$ cat src/rtl/axi_lite_host_arbiter_pkg.sv
// Shared types and bus widths for the AXI-Lite host port arbiter.
// Latency: n/a (declarations only).  Backpressure: n/a.
package axi_lite_arb_pkg;

    localparam int ADDR_W = 32;
    localparam int DATA_W = 32;

    typedef enum logic [1:0] {
        IDLE  = 2'd0,
        ISSUE = 2'd1,
        WAIT  = 2'd2,
        DONE  = 2'd3
    } arb_state_e;

endpackage

$ cat src/rtl/axi_lite_host_arbiter_if.sv
// Requester-side and host-side signals of the arbiter; master = arbiter view.
// Latency: n/a (wiring only).  Backpressure: requesters hold req until done.
interface axi_lite_host_arbiter_if #(
    parameter int NUM_REQ = 4
);
    import axi_lite_arb_pkg::*;

    logic [NUM_REQ-1:0]        req;
    logic [NUM_REQ*ADDR_W-1:0] req_addr;
    logic [NUM_REQ*DATA_W-1:0] req_wdata;
    logic [NUM_REQ-1:0]        req_write;
    logic [NUM_REQ-1:0]        gnt;
    logic [NUM_REQ-1:0]        done;
    logic [DATA_W-1:0]         done_rdata;
    logic                      transfer;
    logic                      ready;
    logic [ADDR_W-1:0]         addr;
    logic [DATA_W-1:0]         wdata;
    logic                      write;
    logic [DATA_W-1:0]         rdata;

    modport master (
        input  req, req_addr, req_wdata, req_write, ready, rdata,
        output gnt, done, done_rdata, transfer, addr, wdata, write
    );

    modport slave (
        output req, req_addr, req_wdata, req_write, ready, rdata,
        input  gnt, done, done_rdata, transfer, addr, wdata, write
    );

endinterface

$ cat src/rtl/axi_lite_host_arbiter_rr_picker.sv
// Picks the first set request searching upward from ptr with wrap (ARB_FIXED_PRIO_EN: from 0).
// Latency: combinational.  Backpressure: none; caller decides when to accept.
module rr_picker #(
    parameter int NUM_REQ = 4,
    parameter int IDX_W   = $clog2(NUM_REQ)
) (
    input  logic [NUM_REQ-1:0] req,
    input  logic [IDX_W-1:0]   ptr,
    output logic [NUM_REQ-1:0] gnt,
    output logic [IDX_W-1:0]   idx,
    output logic               any
);

    logic [IDX_W-1:0] ptr_eff;

`ifdef ARB_FIXED_PRIO_EN
    assign ptr_eff = '0;
`else
    assign ptr_eff = ptr;
`endif

    always_comb begin
        int j;
        j   = 0;
        gnt = '0;
        idx = '0;
        any = 1'b0;
        for (int k = 0; k < NUM_REQ; k++) begin
            j = int'(ptr_eff) + k;
            if (j >= NUM_REQ) j = j - NUM_REQ;
            if (!any && req[IDX_W'(j)]) begin
                any              = 1'b1;
                idx              = IDX_W'(j);
                gnt[IDX_W'(j)]   = 1'b1;
            end
        end
    end

endmodule

$ cat src/rtl/axi_lite_host_arbiter.sv
// Shares one AXI-Lite host port among NUM_REQ requesters, round-robin (ARB_FIXED_PRIO_EN: fixed, index 0 first).
// Latency: req -> transfer 2 cycles, ready -> done 1 cycle, 1 idle cycle between grants.
// Backpressure: one transaction outstanding; requesters hold req until their done pulse.
module axi_lite_host_arbiter
    import axi_lite_arb_pkg::*;
#(
    parameter int NUM_REQ = 4
) (
    input  logic                    ACLK,
    input  logic                    ARESET,
    axi_lite_host_arbiter_if.master bus
);

    localparam int IDX_W = $clog2(NUM_REQ);

    arb_state_e state_q, state_d;

    logic [NUM_REQ-1:0] pick_gnt;
    logic [IDX_W-1:0]   pick_idx;
    logic               pick_any;
    logic [IDX_W-1:0]   rr_ptr;

    logic load_grant, capture, finish;

    logic [ADDR_W-1:0]  addr_sel;
    logic [DATA_W-1:0]  wdata_sel;
    logic               write_sel;

    logic [NUM_REQ-1:0] gnt_q, done_q;
    logic [DATA_W-1:0]  done_rdata_q, wdata_q;
    logic [ADDR_W-1:0]  addr_q;
    logic               transfer_q, write_q;

    rr_picker #(
        .NUM_REQ (NUM_REQ),
        .IDX_W   (IDX_W)
    ) u_picker (
        .req (bus.req),
        .ptr (rr_ptr),
        .gnt (pick_gnt),
        .idx (pick_idx),
        .any (pick_any)
    );

    always_comb begin
        addr_sel  = '0;
        wdata_sel = '0;
        write_sel = 1'b0;
        for (int k = 0; k < NUM_REQ; k++) begin
            if (pick_gnt[k]) begin
                addr_sel  = bus.req_addr[k*ADDR_W +: ADDR_W];
                wdata_sel = bus.req_wdata[k*DATA_W +: DATA_W];
                write_sel = bus.req_write[k];
            end
        end
    end

    always_ff @(posedge ACLK) begin
        if (ARESET) state_q <= IDLE;
        else        state_q <= state_d;
    end

    // ready is only honoured in WAIT, so an early or stray pulse is dropped.
    always_comb begin
        state_d    = state_q;
        load_grant = 1'b0;
        capture    = 1'b0;
        finish     = 1'b0;
        case (state_q)
            IDLE:  if (pick_any) begin load_grant = 1'b1; state_d = ISSUE; end
            ISSUE: state_d = WAIT;
            WAIT:  if (bus.ready) begin capture = 1'b1; state_d = DONE; end
            DONE:  begin finish = 1'b1; state_d = IDLE; end
            default: state_d = IDLE;
        endcase
    end

    always_ff @(posedge ACLK) begin
        if (ARESET) begin
            gnt_q        <= '0;
            done_q       <= '0;
            done_rdata_q <= '0;
            transfer_q   <= 1'b0;
            addr_q       <= '0;
            wdata_q      <= '0;
            write_q      <= 1'b0;
        end else begin
            transfer_q <= (state_q == ISSUE);
            done_q     <= capture ? gnt_q : '0;
            if (load_grant) begin
                gnt_q   <= pick_gnt;
                addr_q  <= addr_sel;
                wdata_q <= wdata_sel;
                write_q <= write_sel;
            end
            if (capture) done_rdata_q <= bus.rdata;
            if (finish)  gnt_q        <= '0;
        end
    end

`ifdef ARB_FIXED_PRIO_EN
    assign rr_ptr = '0;
`else
    logic [IDX_W-1:0] owner_q;

    // Last owner drops to lowest priority for the next arbitration.
    always_ff @(posedge ACLK) begin
        if (ARESET) begin
            owner_q <= '0;
            rr_ptr  <= '0;
        end else begin
            if (load_grant) owner_q <= pick_idx;
            if (finish) rr_ptr <= (owner_q == IDX_W'(NUM_REQ-1)) ? '0 : owner_q + 1'b1;
        end
    end
`endif

    assign bus.gnt        = gnt_q;
    assign bus.done       = done_q;
    assign bus.done_rdata = done_rdata_q;
    assign bus.transfer   = transfer_q;
    assign bus.addr       = addr_q;
    assign bus.wdata      = wdata_q;
    assign bus.write      = write_q;

endmodule

$ cat src/flat_wrapper.sv
// flat-port wrapper written by rule: the top's interface ports become plain ports
module axi_lite_host_arbiter_flat import axi_lite_arb_pkg::*;
#(
    parameter int NUM_REQ = 4
)
  (ACLK, ARESET, bus_req, bus_req_addr, bus_req_wdata, bus_req_write, bus_ready, bus_rdata, bus_gnt, bus_done, bus_done_rdata, bus_transfer, bus_addr, bus_wdata, bus_write);
  axi_lite_host_arbiter_if #(.NUM_REQ(NUM_REQ)) bus_i ();
  input  logic ACLK;
  input  logic ARESET;
  input wire logic [$bits(bus_i.req)-1:0] bus_req;
  input wire logic [$bits(bus_i.req_addr)-1:0] bus_req_addr;
  input wire logic [$bits(bus_i.req_wdata)-1:0] bus_req_wdata;
  input wire logic [$bits(bus_i.req_write)-1:0] bus_req_write;
  input wire logic [$bits(bus_i.ready)-1:0] bus_ready;
  input wire logic [$bits(bus_i.rdata)-1:0] bus_rdata;
  output wire logic [$bits(bus_i.gnt)-1:0] bus_gnt;
  output wire logic [$bits(bus_i.done)-1:0] bus_done;
  output wire logic [$bits(bus_i.done_rdata)-1:0] bus_done_rdata;
  output wire logic [$bits(bus_i.transfer)-1:0] bus_transfer;
  output wire logic [$bits(bus_i.addr)-1:0] bus_addr;
  output wire logic [$bits(bus_i.wdata)-1:0] bus_wdata;
  output wire logic [$bits(bus_i.write)-1:0] bus_write;
  assign bus_i.req = bus_req;
  assign bus_i.req_addr = bus_req_addr;
  assign bus_i.req_wdata = bus_req_wdata;
  assign bus_i.req_write = bus_req_write;
  assign bus_i.ready = bus_ready;
  assign bus_i.rdata = bus_rdata;
  assign bus_gnt = bus_i.gnt;
  assign bus_done = bus_i.done;
  assign bus_done_rdata = bus_i.done_rdata;
  assign bus_transfer = bus_i.transfer;
  assign bus_addr = bus_i.addr;
  assign bus_wdata = bus_i.wdata;
  assign bus_write = bus_i.write;
  axi_lite_host_arbiter #(.NUM_REQ(NUM_REQ)) u_core (.ACLK(ACLK), .ARESET(ARESET), .bus(bus_i));
endmodule
$ cat config.mk
export PLATFORM = sky130hd
export DESIGN_NAME = axi_lite_host_arbiter_flat
export DESIGN_NICKNAME = d
export VERILOG_FILES = /design/src/rtl/axi_lite_host_arbiter_pkg.sv /design/src/rtl/axi_lite_host_arbiter_if.sv /design/src/rtl/axi_lite_host_arbiter_rr_picker.sv /design/src/rtl/axi_lite_host_arbiter.sv /design/src/flat_wrapper.sv
export SDC_FILE = /design/constraint.sdc
export NUM_CORES = 1
export LEC_CHECK = 0
export ABC_AREA = 1
export BUFFER_PORTS_ARGS = -buffer_cell sky130_fd_sc_hd__buf_2
export CORE_AREA = 2 2 157 159
export DETAILED_ROUTE_END_ITERATION = 8
export DIE_AREA = 0 0 159 161
export PLACE_DENSITY = 0.59
export SYNTH_ARGS = -nofsm -noshare
export SYNTH_HDL_FRONTEND = slang
export SYNTH_HIERARCHICAL = 1
export SYNTH_SLANG_ARGS = --single-unit
$ cat constraint.sdc
create_clock -name ACLK -period 5.75 [get_ports ACLK]
set_input_delay 0 -clock ACLK [delete_from_list [all_inputs] [get_ports ACLK]]
set_output_delay 0 -clock ACLK [all_outputs]
set_load 0.05 [all_outputs]
# Yosys cells after proc, flatten, opt, wreduce, memory -nomap -nowiden
# Index checks and enable logic that the tools add are counted.
[totals]
regBits = 112
elab_cells = 111
[classes]
add_sub_neg = 8
n_lt_le_gt_ge = 12
n_eq_ne = 6
n_mux = 57
bitwise_logic = 4
reduce_logical = 14
[ops]
columns = ["operator", "count"]
rows = [
  ["two-way mux 32 bit", 8],
  ["two-way mux 1 bit", 25],
  ["two-way mux 2 bit", 11],
  ["less-than comparator 2 x 4 -> 1 bit (second input constant)", 4],
  ["two-way mux 4 bit", 4],
  ["bitwise OR 4 bit", 3],
  [">= comparator 3 bit (second input constant)", 3],
  ["binary-select mux 1 bit (select 2 bit)", 4],
  ["demux 1 bit (select 2 bit)", 4],
  [">= comparator 2 x 1 -> 1 bit (second input constant)", 4],
  ["case mux 2 bit (4 select lines)", 1],
  ["subtractor 2 x 1 -> 2 bit (second input constant)", 4],
  ["logical AND 1 bit", 7],
  ["adder 2 x 2 -> 3 bit (second input constant)", 2],
  ["== test 2 bit (second input constant)", 3],
  ["OR reduction 2 bit", 2],
  ["adder 2 x 1 -> 3 bit (second input constant)", 1],
  [">= comparator 2 x 3 -> 1 bit (second input constant)", 1],
  ["zero test 1 bit", 3],
  ["adder 2 x 1 -> 2 bit (second input constant)", 1],
  ["== test 2 x 1 -> 1 bit (second input constant)", 1],
  ["zero test 2 bit", 1],
  ["!= test 2 x 1 -> 1 bit (second input constant)", 1],
  ["!= test 2 bit (second input constant)", 1],
  ["other kinds (2)", 2],
]

# Longest topological paths before layout
[logic_depth]
word_depth = 19
ltp_mapped = 18

# Cells and area by module
# The synthesis kept the hierarchy.
[by_module_without_submodules]
columns = ["mod", "instances", "cells_per_inst", "area_each_um2"]
rows = [
  ["axi_lite_host_arbiter", 1, 1060, 6523.8],
  ["rr_picker", 1, 94, 518.0],
]

# Worst setup path before layout
# No wires, ideal clock.
[synth_path]
path_type = "register to register"
from = "register u_core.rr_ptr[0]"
to = "register u_core.addr_q[23], in the netlist u_core/bus.addr[23]"
arrival_time_ns = 2.313
required_ns = 5.618
setup_slack_ns = 3.305
stages_incl_launch_ff = 19
path_buffers = 3
synth_period_minus_slack_ns = 2.445
cell_sequence = "dfxtp_1 > inv_2 > ha_1 > inv_1 > nand3_1 > nand2_2 > nor2_4 > buf_6 > nand4_1 > nand3_1 > inv_2 > buf_6 > buf_4 > nand3_1 > nand2_1 > nand2_1 > nand2_1 > nand2_1 > a21oi_2"
[synth_between]
elab_cells_between_ends = 70
[synth_rtl]
columns = ["element", "line", "source"]
rows = [
  ["from (decl)", "axi_lite_host_arbiter.sv:21", "logic [IDX_W-1:0] rr_ptr;"],
  ["from (signal assigned)", "axi_lite_host_arbiter.sv:113", "if (finish) rr_ptr <= (owner_q == IDX_W'(NUM_REQ-1)) ? '0 : owner_q + 1'b1;"],
  ["parallel branches: the longest is 14 deep, another holds less-than comparator 2 x 4 -> 1 bit", "-", ""],
  ["two-way mux 4 bit (*)", "axi_lite_host_arbiter_rr_picker.sv:31", "if (!any && req[IDX_W'(j)]) begin"],
  ["net u_core.pick_gnt[1]", "axi_lite_host_arbiter.sv:18", "logic [NUM_REQ-1:0] pick_gnt;"],
  ["two-way mux 32 bit (*) (3 in series)", "axi_lite_host_arbiter.sv:50", "if (pick_gnt[k]) begin"],
  ["to (signal assigned)", "axi_lite_host_arbiter.sv:92", "addr_q <= addr_sel;"],
  ["to (decl)", "axi_lite_host_arbiter.sv:31", "logic [ADDR_W-1:0] addr_q;"],
]
# Mark *: on every way through the listed nets, which the timed path passes. The select of a mux whose other input is x is not followed.
# A chain may end at the register's enable or synchronous reset.

# Final worst setup path
[layout_path]
from = "register u_core.rr_ptr[0]"
to = "register u_core.addr_q[15], in the netlist u_core/bus.addr[15]"
# The elaborated chain is that of the path after synthesis.

==> impl_metrics.toml <==
[floorplan]
initial_utilization_pct = 29.39
core_area_mm2 = 0.02396
die_x_um = 159
die_y_um = 161
die_area_mm2 = 0.02560
rows = 57
pin_count = 405

[layout]
area_delta_synth_final_pct = 47.16
mostFrequentLayoutCell = "nand2_1"
final_nets = 1897
final_cell_mix = "414 x nand2_1, 403 x buf_2, 166 x a21oi_1"
post-route-util_pct = 43.24
drive_gt1_share_pct = 30.57
stdcell_count = 1915

[synth]
synth-seq-cells = 112
syn_avg_cell_area_um2 = 6.102
seq_area_frac_synth_pct = 31.84
synth_area_leaders = "dfxtp_1 32%, nand2_1 22%, a21oi_1 12%"
synthDistinctLibCells = 25
syn-num-nets = 1466
synth_top_cell_by_area = "dfxtp_1"
yosysWarningCount = 6
post-synth-top-area-fraction_pct = 31.84
synth_area_mm2 = 0.007042
syn_inst = 1154

[power]
power.leakage_nw = 5.535
p_per_area_mw_per_mm2 = 515.2
ir_drop_mv = 0.2414

[clock_tree]
postCtsSetupRepairBufs = 0
cts_sinks = 112
cts_tree = "built"
htree_levels = 3
clk-insertion-delay-late_ns = 0.36
clock_path_buffers = 2
post_cts_resized = 0
clkTransAtPathRegs_ns = 0.09
cts_buffers = 9
cts_root_buf = "clkbuf_16"

[routing]
vias = 8842
drt_first_pass_iters = 6
avgRoutedWirePerCell_um = 14.20
ant_nets = 0
route.final.wire_length_um = 27200
viasPerCell = 4.617
drc = 0
drt_iter0_drc = 570

[global_route]
grt.total_usage_pct = 20.33
grt_pass1_wl_um = 42730
grt_remaining_overflow = 0
grt_pass1_vias = 8470
grt_antenna_before_repair = 1
grt_max_degree = 110

[timing]
setup_violations = 0
period_share_pct = 87.70
fin_skew_ns = 0.01366
worst_slew_pin_slew_ns = 1.258
maxSlewViolCount = 0
max_slew_margin_pct = 16.10
period_needed_ns = 5.042
grt_setup_unrepaired = "no"
hold_violations = 0
fmaxAchievable_mhz = 198.3
tns_ns = 0

[setup_path]
required_ns = 6.05
critPathCaptureType = "flip-flop"
r2r_slack_ns = 0.71
worstPathArrival_ns = 5.34
crit_chain = "inv_2 -> ha_1 -> inv_1 -> nand3_1 -> nand2_1 -> nor2_1 -> a21oi_1 -> nand3_4 -> inv_2 -> nand3_1 -> nand2_1 -> nand2_1 -> nand2_1 -> nand2_1 -> dlygate4sd3_1 -> a21oi_1"
critPathMostFrequentCell = "nand2_1"
crit_type = "reg -> reg"
cp_top_family = "buffers and inverters"
start_kind = "flip-flop"
cp_max_fo = 66
worst-path-buf-inv = 4
slowest_stage = "inv_2"
cpPeakStageDelay_ns = 1.25

[min_path]
hold_path_class = "in -> reg"

[place]
gp_congestion = 0.8853
io_buffers = 404
dpl.cell_count = 1804
dp_hpwl_um = 18430

[run]
drv_cap = 0

[outcome]
status = "completed"
registers in the layout (all words and copies together) (netlist names), 2 cells and up:
signal,flops
u_core/owner_q,2
u_core/bus.gnt,4
u_core/rr_ptr,2
u_core/bus.done,4
u_core/bus.done_rdata,32
u_core/state_q,2
u_core/bus.wdata,32
u_core/bus.addr,32
worst register-to-register path, stage by stage (launching register included):
cell and delay (ns):
dfxtp_1 0.57, inv_2 0.21, ha_1 0.38, inv_1 0.15, nand3_1 0.10, nand2_1 0.06
nor2_1 0.07, a21oi_1 0.22, nand3_4 0.69, inv_2 1.28, nand3_1 0.25, nand2_1 0.14
nand2_1 0.06, nand2_1 0.09, nand2_1 0.05, dlygate4sd3_1 0.56, a21oi_1 0.12
cell families (layout without fill, tap and decap cells):
kind of cell,Yosys count,after routing,synth area share [%]
adders and majority gates,13,13,2.310
AOI/OAI and AO/OA,251,251,20.08
other,0,1,0
DFF,112,112,31.84
buffers and inverters,177,613,11.44
and+or+nand+nor,601,601,34.33
power breakdown:
part           total (mW)  leakage [nW]  internal, mW  switching [mW]
Clock               0.649         0.151         0.313           0.336
Combinational        3.50          4.47         0.992            2.51
Sequential           1.19         0.915          1.04           0.144
Total                5.34          5.53          2.35            2.99
worst paths after layout:
| kind | start | endpoint | cells after the start |
|---|---|---|---|
| hold reg to reg | u_core/bus.gnt[0] | u_core/bus.done[0] | 2 |
| setup / recovery | u_core/rr_ptr[0] | u_core/bus.addr[15] | 16 |
| setup reg to reg | u_core/rr_ptr[0] | u_core/bus.addr[15] | 16 |
| hold / removal | bus_req_addr[83] | u_core/bus.addr[19] | 5 |
area by class of cell:
cell class                 instances  area (um^2)
clock buffer                       9        225.2
timing repair buffer             504         3010
antenna                            1        2.502
inverter                          93        349.1
multi-input combinational        865         4041
sequential                       112         2242
tap                              324        405.4
clock inverter                     7        86.33
fill                            2596        13600
per-stage QoR:
stage                     hold slack, ns  total power, mW  setup WS, ns  area, um^2
after floorplan                   0.1488            3.860         3.305        7042
after global placement            0.2353            4.573         1.420        9107
after detailed placement          0.2409            4.590         1.351        9107
after CTS                     0.00004505            5.372        0.8135       10360
after global routing             0.01654            5.781        0.2894       10360
final                           0.008305            5.339        0.7075       10360
synth_stat cells, drive strengths merged:
cell type	n
nand2	420
a21oi	207
dfxtp	112
inv	93
nor2	90
nand3	83
buf	67
o21ai	42
clkbuf	17
ha	13
nand4	6
a21boi	1
nand3b	1
nor3	1
o22ai	1
routing by layer:
metal / share of wire, % / track usage [%]
met5: 0 / 0
met4: 1.9 / 5.702
met3: 6.6 / 4.109
met2: 48 / 35.97
met1: 43 / 25.11
what timing repair did:
item	4_1_cts	5_1_grt
setup endpoints to repair	0	0
hold buffers	94	0
endpoints found under the hold margin	85	0
No activity file was read; power rests on OpenSTA's default activity.
